<file path="src/rtl/tff_count_sequencer_if.sv">
// Control/bank-side signal bundle for the T_FF count sequencer.
// master = control logic plus the T_FF bank; slave = the sequencer itself.
interface tff_count_sequencer_if #(
  parameter int WIDTH = 4
);
  logic [WIDTH-1:0] q_vec;
  logic             start;
  logic             stop;
  logic             load;
  logic [WIDTH-1:0] load_val;
  logic [WIDTH-1:0] mod_val;
  logic             dir;
  logic             one_shot;
  logic [WIDTH-1:0] t_vec;
  logic             tff_clear;
  logic             busy;
  logic             done;

  modport master (
    output q_vec, start, stop, load, load_val, mod_val, dir, one_shot,
    input  t_vec, tff_clear, busy, done
  );

  modport slave (
    input  q_vec, start, stop, load, load_val, mod_val, dir, one_shot,
    output t_vec, tff_clear, busy, done
  );
endinterface

</file>
<file path="src/rtl/tff_count_sequencer.sv">
// Sequencer for a bank of T_FF cells acting as a programmable modulo counter.
// The count lives in the bank; this block only computes per-cell toggle
// enables from the bank's q outputs and its own latched configuration.
module tff_count_sequencer #(
  parameter int WIDTH = 4
) (
  input  logic                 clk,
  input  logic                 clear,
  tff_count_sequencer_if.slave bus
);

  typedef enum logic [1:0] {IDLE, LOAD, RUN, DONE} state_t;

  localparam logic [WIDTH:0] ONE      = (WIDTH+1)'(1);
  localparam logic [WIDTH:0] FULL_MOD = {1'b1, {WIDTH{1'b0}}};

  state_t           state_q, state_d;
  logic [WIDTH-1:0] mod_q, mod_d;
  logic             dir_q, dir_d;
  logic             one_shot_q, one_shot_d;
  logic [WIDTH-1:0] load_q, load_d;

  // Count arithmetic is one bit wider so M = 2**WIDTH and M-1 never overflow.
  logic [WIDTH:0] m_ext, q_ext, nxt_ext, term_ext;

  // Next count value and terminal count for the latched modulus/direction
  always_comb begin
    m_ext    = (mod_q == '0) ? FULL_MOD : {1'b0, mod_q};
    q_ext    = {1'b0, bus.q_vec};
    nxt_ext  = '0;
    term_ext = '0;
    if (dir_q) begin
      nxt_ext  = (q_ext >= m_ext - ONE) ? '0 : q_ext + ONE;
      term_ext = m_ext - ONE;
    end else begin
      nxt_ext  = (q_ext == '0 || q_ext >= m_ext) ? m_ext - ONE : q_ext - ONE;
      term_ext = '0;
    end
  end

  // State and latched configuration registers
  always_ff @(posedge clk) begin
    if (clear) begin
      state_q    <= IDLE;
      mod_q      <= '0;
      dir_q      <= 1'b0;
      one_shot_q <= 1'b0;
      load_q     <= '0;
    end else begin
      state_q    <= state_d;
      mod_q      <= mod_d;
      dir_q      <= dir_d;
      one_shot_q <= one_shot_d;
      load_q     <= load_d;
    end
  end

  // Next-state, latching and toggle-enable decode
  always_comb begin
    state_d       = state_q;
    mod_d         = mod_q;
    dir_d         = dir_q;
    one_shot_d    = one_shot_q;
    load_d        = load_q;
    bus.t_vec     = '0;
    bus.busy      = 1'b0;
    bus.done      = 1'b0;
    bus.tff_clear = clear;

    unique case (state_q)
      IDLE: begin
        // load beats a simultaneous start
        if (bus.load) begin
          load_d  = bus.load_val;
          state_d = LOAD;
        end else if (bus.start) begin
          mod_d      = bus.mod_val;
          dir_d      = bus.dir;
          one_shot_d = bus.one_shot;
          state_d    = RUN;
        end
      end
      LOAD: begin
        bus.busy  = 1'b1;
        bus.t_vec = bus.q_vec ^ load_q;
        state_d   = IDLE;
      end
      RUN: begin
        bus.busy = 1'b1;
        if (bus.stop) begin
          state_d = IDLE;
        end else if (one_shot_q && q_ext == term_ext) begin
          state_d = DONE;
        end else begin
          bus.t_vec = bus.q_vec ^ nxt_ext[WIDTH-1:0];
        end
      end
      DONE: begin
        bus.done = 1'b1;
        state_d  = IDLE;
      end
      default: state_d = IDLE;
    endcase

    // The bank is cleared on this same edge; no toggles may leak through.
    if (clear) begin
      bus.t_vec = '0;
      state_d   = IDLE;
    end
  end

endmodule

</file>
<file path="src/flat_wrapper.sv">
// flat-port wrapper written by rule: the top's interface ports become plain ports
module tff_count_sequencer_flat 
#(
  parameter int WIDTH = 4
)
  (clk, clear, bus_q_vec, bus_start, bus_stop, bus_load, bus_load_val, bus_mod_val, bus_dir, bus_one_shot, bus_t_vec, bus_tff_clear, bus_busy, bus_done);
  tff_count_sequencer_if #(.WIDTH(WIDTH)) bus_i ();
  input  logic clk;
  input  logic clear;
  input wire logic [$bits(bus_i.q_vec)-1:0] bus_q_vec;
  input wire logic [$bits(bus_i.start)-1:0] bus_start;
  input wire logic [$bits(bus_i.stop)-1:0] bus_stop;
  input wire logic [$bits(bus_i.load)-1:0] bus_load;
  input wire logic [$bits(bus_i.load_val)-1:0] bus_load_val;
  input wire logic [$bits(bus_i.mod_val)-1:0] bus_mod_val;
  input wire logic [$bits(bus_i.dir)-1:0] bus_dir;
  input wire logic [$bits(bus_i.one_shot)-1:0] bus_one_shot;
  output wire logic [$bits(bus_i.t_vec)-1:0] bus_t_vec;
  output wire logic [$bits(bus_i.tff_clear)-1:0] bus_tff_clear;
  output wire logic [$bits(bus_i.busy)-1:0] bus_busy;
  output wire logic [$bits(bus_i.done)-1:0] bus_done;
  assign bus_i.q_vec = bus_q_vec;
  assign bus_i.start = bus_start;
  assign bus_i.stop = bus_stop;
  assign bus_i.load = bus_load;
  assign bus_i.load_val = bus_load_val;
  assign bus_i.mod_val = bus_mod_val;
  assign bus_i.dir = bus_dir;
  assign bus_i.one_shot = bus_one_shot;
  assign bus_t_vec = bus_i.t_vec;
  assign bus_tff_clear = bus_i.tff_clear;
  assign bus_busy = bus_i.busy;
  assign bus_done = bus_i.done;
  tff_count_sequencer #(.WIDTH(WIDTH)) u_core (.clk(clk), .clear(clear), .bus(bus_i));
endmodule
</file>
<file path="config.mk">
export PLATFORM = sky130hd
export DESIGN_NAME = tff_count_sequencer_flat
export DESIGN_NICKNAME = d
export VERILOG_FILES = /design/src/rtl/tff_count_sequencer_if.sv /design/src/rtl/tff_count_sequencer.sv /design/src/flat_wrapper.sv
export SDC_FILE = /design/constraint.sdc
export NUM_CORES = 1
export LEC_CHECK = 0
export CAP_MARGIN = 20
export CORE_MARGIN = 3
export CORE_UTILIZATION = 56
export DETAILED_ROUTE_END_ITERATION = 8
export GPL_TIMING_DRIVEN = 0
export HOLD_SLACK_MARGIN = 0.05
export PLACE_DENSITY = 0.85
export REMOVE_ABC_BUFFERS = 1
export SLEW_MARGIN = 20
export SYNTH_ARGS = -nofsm -noshare
export SYNTH_HDL_FRONTEND = slang
export SYNTH_SLANG_ARGS = --single-unit
</file>
<file path="constraint.sdc">
create_clock -name clk -period 4.8 [get_ports clk]
set_input_delay 0.48 -clock clk [delete_from_list [all_inputs] [get_ports clk]]
set_output_delay 0.48 -clock clk [all_outputs]
set_load 0.01 [all_outputs]
</file>
==> Flow_metrics.wiki, run 1 <==
{| class="wikitable"
! Metric !! Value
|-
| Effective utilization at floorplan || 60.0%
|-
| Post-layout net count || 228
|-
| Number of warning messages in the yosys log || 0
|-
| I/O pin cnt || 26
|-
| Switching portion of total power || 38.0%
|-
| Cell-by-cell trace of the critical path || inv_1 -> ha_1 -> or3b_1 -> nand2_1 -> ha_1 -> a21o_1 -> a31oi_1 -> o21ai_2 -> a221oi_2 -> o21ai_1 -> a211oi_2 -> clkdlybuf4s50_1
|-
| Async SR Flop Fraction || 0%
|-
| Crit-path most repeated cell || sky130_fd_sc_hd__ha_1
|-
| Die area || 0.00304 mm^2
|-
| Total wire length || 3320 um
|-
| Area added between synthesis and finish || 19.4%
|-
| Wire length of the first global-routing pass || 5270 um
|-
| Most instantiated flip-flop cell in the synthesis netlist || sky130_fd_sc_hd__dfxtp_1
|-
| Max-slew violation total from the final report || 0
|-
| Path type of the worst min-delay path || register to register
|-
| 1st-iter DRT viols || 18
|-
| Post-CTS clock slew at the launch and capture registers of the worst setup and hold paths || 0.06 ns
|-
| Cell type contributing the most total cell area after synthesis || sky130_fd_sc_hd__dfxtp_1
|-
| Number of fill cells || 184
|-
| Cell type of the slowest stage on the worst timing path || sky130_fd_sc_hd__clkdlybuf4s50_1
|-
| Overflow left after global routing || 0
|-
| Worst skew pair latency || 0.27 ns
|-
| Top cells by area, synth || sky130_fd_sc_hd__dfxtp_1 (18%), sky130_fd_sc_hd__ha_1 (15%), sky130_fd_sc_hd__a21oi_1 (6.3%)
|-
| Critical register-to-register path startpoint || u_core.mod_q[0]$_SDFFE_PP0P_
|-
| WL/cell || 15.2 um
|-
| Startpoint Class || register
|-
| Setup_tns || 0 ns
|-
| Seq/Total Area, Yosys || 17.8%
|-
| Port Buffers || 25
|-
| CTS tree || yes
|-
| Post-Place Cells || 216
|-
| DR vias || 1346
|-
| Peak clock frequency supported by timing || 243 MHz
|-
| Final hold viol count || 0
|-
| Count of non-filler cells in the finished layout || 219
|-
| CTS root buf || sky130_fd_sc_hd__clkbuf_4
|-
| Commonest cells after routing, fill and taps aside || sky130_fd_sc_hd__clkdlybuf4s50_1 (25), sky130_fd_sc_hd__nand2_1 (21), sky130_fd_sc_hd__a21oi_1 (17)
|-
| Worst max-slew margin expressed relative to the limit || 54.4%
|-
| Tmin final || 4.12 ns
|-
| Share of post-route cells with drive strength above 1 || 7.85%
|-
| Global placer's final weighted congestion || 0.852
|-
| Initial antenna violation count || 0
|-
| Pin count of the biggest net entering global routing || 15
|-
| Util after Layout || 71.6%
|-
| Gate count after technology mapping || 172
|-
| DP Wirelength || 2660 um
|-
| Leakage || 0.605 nW
|-
| Power density over the cells || 207 mW/mm^2
|-
| Measured slew at the worst slew-check pin || 0.683 ns
|-
| Post-CTS setup buffer count || 0
|-
| Cells on worst reg2reg path || 8
|-
| Count of nets left with antenna violations after detail routing || 0
|-
| Worst path arrival time || 3.64 ns
|-
| Maximum VDD drop || 193 uV
|-
| Core area || 0.00225 mm^2
|-
| Internal power || 208 uW
|-
| Vias in the first global route || 1259
|-
| Die outline width || 55.1 um
|-
| P_sw || 127 uW
|-
| Number of rows in the core area || 17
|-
| CTS buffer count || 3
|-
| Cell area after synthesis || 0.00135 mm^2
|-
| Category of the critical setup timing path || register to output pin
|-
| Final worst path period share || 85.9%
|-
| Worst slack at placement || 0.950 ns
|-
| Number of iterations in the first detailed-routing pass || 4
|-
| Unrepaired setup endpoints after global routing || false
|-
| Most frequent standard cell in the layout excluding fill and tap cells || sky130_fd_sc_hd__clkdlybuf4s50_1
|-
| Run status || finished clean
|-
| Worst reg2reg endpoint || u_core.state_q[0]$_SDFFE_PP0P_
|-
| Number of enable flip-flop cells after synthesis || 0
|-
| Worst EP required || 4.32 ns
|-
| Start point of the critical path || u_core.mod_q[0]$_SDFFE_PP0P_
|-
| Flop-to-flop setup slack || 2.44 ns
|-
| Setup slack after layout || 0.678 ns
|-
| Count of unique library cells instantiated by Yosys || 51
|-
| CTS sink count || 12
|-
| Maximum buffer depth of the clock tree || 2
|-
| Maxcap violations || 0
|-
| Fraction of power consumed by sequential logic || 34.9%
|-
| Worst setup skew after layout || 0.00720 ns
|-
| Mean area per synthesized cell || 7.86 um^2
|-
| # hold bufs at CTS || 0
|-
| Worst setup path endpoint || bus_t_vec[2]
|-
| Cts repair resizes || 0
|-
| Largest stage delay on the critical path || 0.56 ns
|-
| DRC Markers || 0
|-
| Tot GR Track Use || 24.1%
|-
| Combinational Power Share || 46.9%
|-
| Critical-path maximum fanout || 9
|-
| Vertical extent of the die || 55.1 um
|-
| Number of register bits inferred by synthesis || 12
|-
| Setup violations, final || 0
|-
| Antenna Cells || 0
|-
| Synth top area share || 17.8%
|-
| H-tree levels || 1
|-
| Average vias per placed instance || 6.15
|-
| Nature of the critical path endpoint || output pin
|-
| Fraction of power consumed by the clock network || 18.1%
|}
-- sequential cells by signal, summed over array words and instances, names as in the netlist --
| signal | flops |
|---|---|
| u_core.load_q | 4 |
| u_core.state_q | 2 |
| u_core.one_shot_q | 1 |
| u_core.dir_q | 1 |
| u_core.mod_q | 4 |
-- per-stage QoR --
step	cell area, um^2	hold WS [ns]	power, mW
global placement	1590	0.453	0.267
floorplan	1310	0.431	0.220
CTS	1620	0.470	0.336
finish	1620	0.469	0.335
detailed placement	1590	0.459	0.274
global route	1620	0.493	0.361
-- worst min-delay path by stage --
stage / startpoint / end / slack [ns] / cells past startpoint
floorplan: u_core.one_shot_q$_SDFFE_PP0P_ / u_core.one_shot_q$_SDFFE_PP0P_ / 0.43 / 2
global placement: u_core.one_shot_q$_SDFFE_PP0P_ / u_core.one_shot_q$_SDFFE_PP0P_ / 0.45 / 2
detailed placement: u_core.one_shot_q$_SDFFE_PP0P_ / u_core.one_shot_q$_SDFFE_PP0P_ / 0.46 / 2
CTS: u_core.one_shot_q$_SDFFE_PP0P_ / u_core.one_shot_q$_SDFFE_PP0P_ / 0.47 / 2
global route: u_core.load_q[3]$_SDFFE_PP0P_ / u_core.load_q[3]$_SDFFE_PP0P_ / 0.49 / 2
finish: u_core.one_shot_q$_SDFFE_PP0P_ / u_core.one_shot_q$_SDFFE_PP0P_ / 0.47 / 2
-- critical path: cells and delay by family, from the launching register on --
| kind | cells | cell delay, ns |
|---|---|---|
| AND/OR/NAND/NOR | 2 | 0.45 |
| adder cells (fa/ha/maj) | 2 | 0.48 |
| AO/OA/AOI/OAI | 6 | 1.23 |
| buffers and inverters | 2 | 0.71 |
| flip-flops | 1 | 0.51 |
-- synthesized netlist by cell type (2+ instances only) --
library cell               instances
sky130_fd_sc_hd__a211oi_1          2
sky130_fd_sc_hd__a211oi_2          2
sky130_fd_sc_hd__a21o_1            3
sky130_fd_sc_hd__a21oi_1          17
sky130_fd_sc_hd__a31oi_1           3
sky130_fd_sc_hd__and3_1            2
sky130_fd_sc_hd__buf_2             3
sky130_fd_sc_hd__buf_4             2
sky130_fd_sc_hd__clkbuf_1          4
sky130_fd_sc_hd__dfxtp_1          12
sky130_fd_sc_hd__ha_1             16
sky130_fd_sc_hd__inv_1            12
sky130_fd_sc_hd__nand2_1          21
sky130_fd_sc_hd__nand2b_1          4
sky130_fd_sc_hd__nand3_1          15
sky130_fd_sc_hd__nor2_1            2
sky130_fd_sc_hd__nor3_1            4
sky130_fd_sc_hd__nor3b_1           4
sky130_fd_sc_hd__o211ai_1          2
sky130_fd_sc_hd__o21a_1            2
sky130_fd_sc_hd__o21ai_0           4
sky130_fd_sc_hd__o21ai_1           3
sky130_fd_sc_hd__xnor2_1           3
sky130_fd_sc_hd__xor2_1            3
-- metal layers --
layer / vias up / global-route usage, % / wire length, um
met3: 4 / 7.51 / 166
li1: 673 / - / -
met4: 0 / 5.67 / 22
met2: 34 / 46.1 / 1730
met5: - / 0 / 0
met1: 635 / 25.3 / 1400
-- power groups by stage --
stage / registers, mW / logic (mW) / clock network [mW]
finish: 0.117 / 0.157 / 0.0607
global route: 0.118 / 0.174 / 0.0692
CTS: 0.117 / 0.157 / 0.0630
detailed placement: 0.119 / 0.155 / 0
global placement: 0.118 / 0.149 / 0
floorplan: 0.116 / 0.104 / 0
-- kinds of logic after synthesis --
group                      Yosys count  share of synthesized area (%)
adders and majority gates           16                           14.8
AOI/OAI and AO/OA                   57                           33.6
and+or+nand+nor                     60                           23.3
xor gates and xnor gates             6                           3.89
DFF                                 12                           17.8
buffers and inverters               21                           6.66
-- layout make-up --
class                      count  area, um^2  share of cell area [%]
timing repair buffer          25         250                    15.5
sequential                    12         240                    14.9
multi-input combinational    139        1020                    63.3
clock buffer                   3        22.5                    1.39
tap                           28        35.0                    2.17
inverter                      12        45.0                    2.79
No activity file was read; power rests on OpenSTA's default activity.
==> inputs of run 2 (changes only) <==
--- a/config.mk
+++ b/config.mk
@@ -17,3 +17,4 @@
 export SYNTH_ARGS = -nofsm -noshare
 export SYNTH_HDL_FRONTEND = slang
 export SYNTH_SLANG_ARGS = --single-unit
+export TNS_END_PERCENT = 1
==> results of run 2 <==
Same layout as run 1: the final DEF is identical, and so are final timing and power.
==> RTL change: new RTL, flow settings as in run 2 <==
Re-encode `state_t` (4 states) as Gray code, 2 bits wide.
--- a/src/rtl/tff_count_sequencer.sv
+++ b/src/rtl/tff_count_sequencer.sv
@@ -9,7 +9,7 @@
   tff_count_sequencer_if.slave bus
 );
 
-  typedef enum logic [1:0] {IDLE, LOAD, RUN, DONE} state_t;
+  typedef enum logic [1:0] {IDLE = 2'b00, LOAD = 2'b01, RUN = 2'b11, DONE = 2'b10} state_t;
 
   localparam logic [WIDTH:0] ONE      = (WIDTH+1)'(1);
   localparam logic [WIDTH:0] FULL_MOD = {1'b1, {WIDTH{1'b0}}};
Check against the original RTL: no difference found for any inputs over 10 cycles, from zero or initial values; not proved beyond that.
==> RTL change against run 2 <==
Combinational power down 29%; wire length down 7.7%; sequential cell count unchanged; register-to-register slack better by 0.06 ns; synthesized area down 12%; final area down 8.0%; setup slack better by 0.025 ns; sequential share of layout area up 1.3 points; critical path depth unchanged; total power down 8.4%; global-route usage up 1.6 points; via count down 10%; largest power group is now registers; highest routed layer unchanged.
==> RTL change: results (changes against run 2) <==
| Metric | Value |
|---|---|
| Status | `complete, no violations (unchanged)` |
| Share of layout cells above drive strength 1 | `0.0828 (was 0.0785)` |
| Crit path largest cell delay | `0.56 ns (about the same)` |
| Root Buffer Master | `clkbuf_4 (unchanged)` |
| Setup WS pre-CTS | `0.868 ns (was 0.950 ns)` |
| Largest net degree at the start of global routing | `16 (was 15)` |
| GR Layer Usage met3 | `0.0430 (was 0.0751)` |
| Sequential cell area fraction in the yosys report | `0.202 (was 0.178)` |
| Worst hold margin | `0.508 ns (was 0.469 ns)` |
| Reg2Reg Depth | `9 (was 8)` |
| WL met2 | `1490 um (was 1730 um)` |
| Setup bufs post-CTS | `0 (unchanged)` |
| R2R Setup Slk | `2.50 ns (was 2.44 ns)` |
| CP Capture Point | `bus_t_vec[1] (was bus_t_vec[2])` |
| Final period utilization | `0.854 (was 0.859)` |
| Slew Viols, Final | `0 (unchanged)` |
| Arr. time, crit path | `3.62 ns (was 3.64 ns)` |
| Crit Reg-Reg Startpoint | `u_core.mod_q[0]$_SDFFE_PP0P_ (unchanged)` |
| P_comb | `112 uW (was 157 uW)` |
| GRT Total Usage | `0.257 (was 0.241)` |
| Hold_sp | `u_core.one_shot_q$_SDFFE_PP0P_ (unchanged)` |
| GP Congestion | `0.889 (was 0.852)` |
| Synth cell count leaders | `nor2_1, dfxtp_1, ha_1, inv_1 (was nand2_1, a21oi_1, ha_1, nand3_1)` |
| P_clk | `81.1 uW (was 60.7 uW)` |
| M1 WL | `1420 um (was 1400 um)` |
| Worst Hold Path Cells | `2 (unchanged)` |
| VDD IR max | `0.000157 V (was 0.000193 V)` |
| Clock skew | `0.00429 ns (was 0.00720 ns)` |
| First-pass GRT wire length | `5320 um (was 5270 um)` |
| 1st-iter DRT viols | `27 (was 18)` |
| CP top delay family | `compound AO/OA/AOI/OAI gates (unchanged)` |
| Crit path max fanout | `7 (was 9)` |
| Slew @ Worst Pin | `0.627 ns (was 0.683 ns)` |
| Internal power | `207 uW (was 208 uW)` |
| Routed wl met3 | `102 um (was 166 um)` |
| Wire per inst | `15.6 um (was 15.2 um)` |
| Inst Count DP | `192 (was 216)` |
| DR vias | `1212 (was 1346)` |
| Non-filler cells, final | `196 (was 219)` |
| GR Util met2 | `0.425 (was 0.461)` |
| Leakage Power | `0.594 nW (was 0.605 nW)` |
| Met1 GRT Util | `0.328 (was 0.253)` |
| Hpwl dp | `2430 um (was 2660 um)` |
| Synth Instances | `147 (was 172)` |
| Top cells by area, synth | `dfxtp_1, ha_1, mux2i_1, nor2_1, a21oi_1 (was dfxtp_1, ha_1, a21oi_1, nand2_1, nand3_1)` |
| Pwr Density | `206 mW/mm^2 (was 207 mW/mm^2)` |
[RTL change: changes by cell type in the layout (fill, tap and decap cells not counted), sizes merged, moves of 3 or more]
| cell | delta |
|---|---|
| nand3 | -11 |
| o31ai | +3 |
| nand4 | +3 |
| a21oi | -11 |
| nor2 | +16 |
| nand2 | -20 |
| a31oi | -4 |
| ha | -4 |
| mux2i | +7 |
| a211oi | -3 |
| inv | -3 |
[RTL change: kinds of logic (layout without fill, tap and decap cells)]
kind of cell / count (synthesis) / after routing / share of synthesized area
buffers and inverters: 17 / 39 / 0.0578
AO/OA/AOI/OAI: 44 / 44 / 0.272
AND/OR/NAND/NOR: 48 / 48 / 0.229
adder cells (fa/ha/maj): 12 / 12 / 0.126
XOR/XNOR: 6 / 6 / 0.0442
flip-flops: 12 / 12 / 0.202
multiplexers: 8 / 8 / 0.0684
[RTL change: layout make-up]
class,count,area [sq um]
tap,27,33.8
inverter,9,33.8
sequential,12,240
timing repair buffer,26,255
clock buffer,4,36.3
multi-input combinational,118,887
fill,148,495
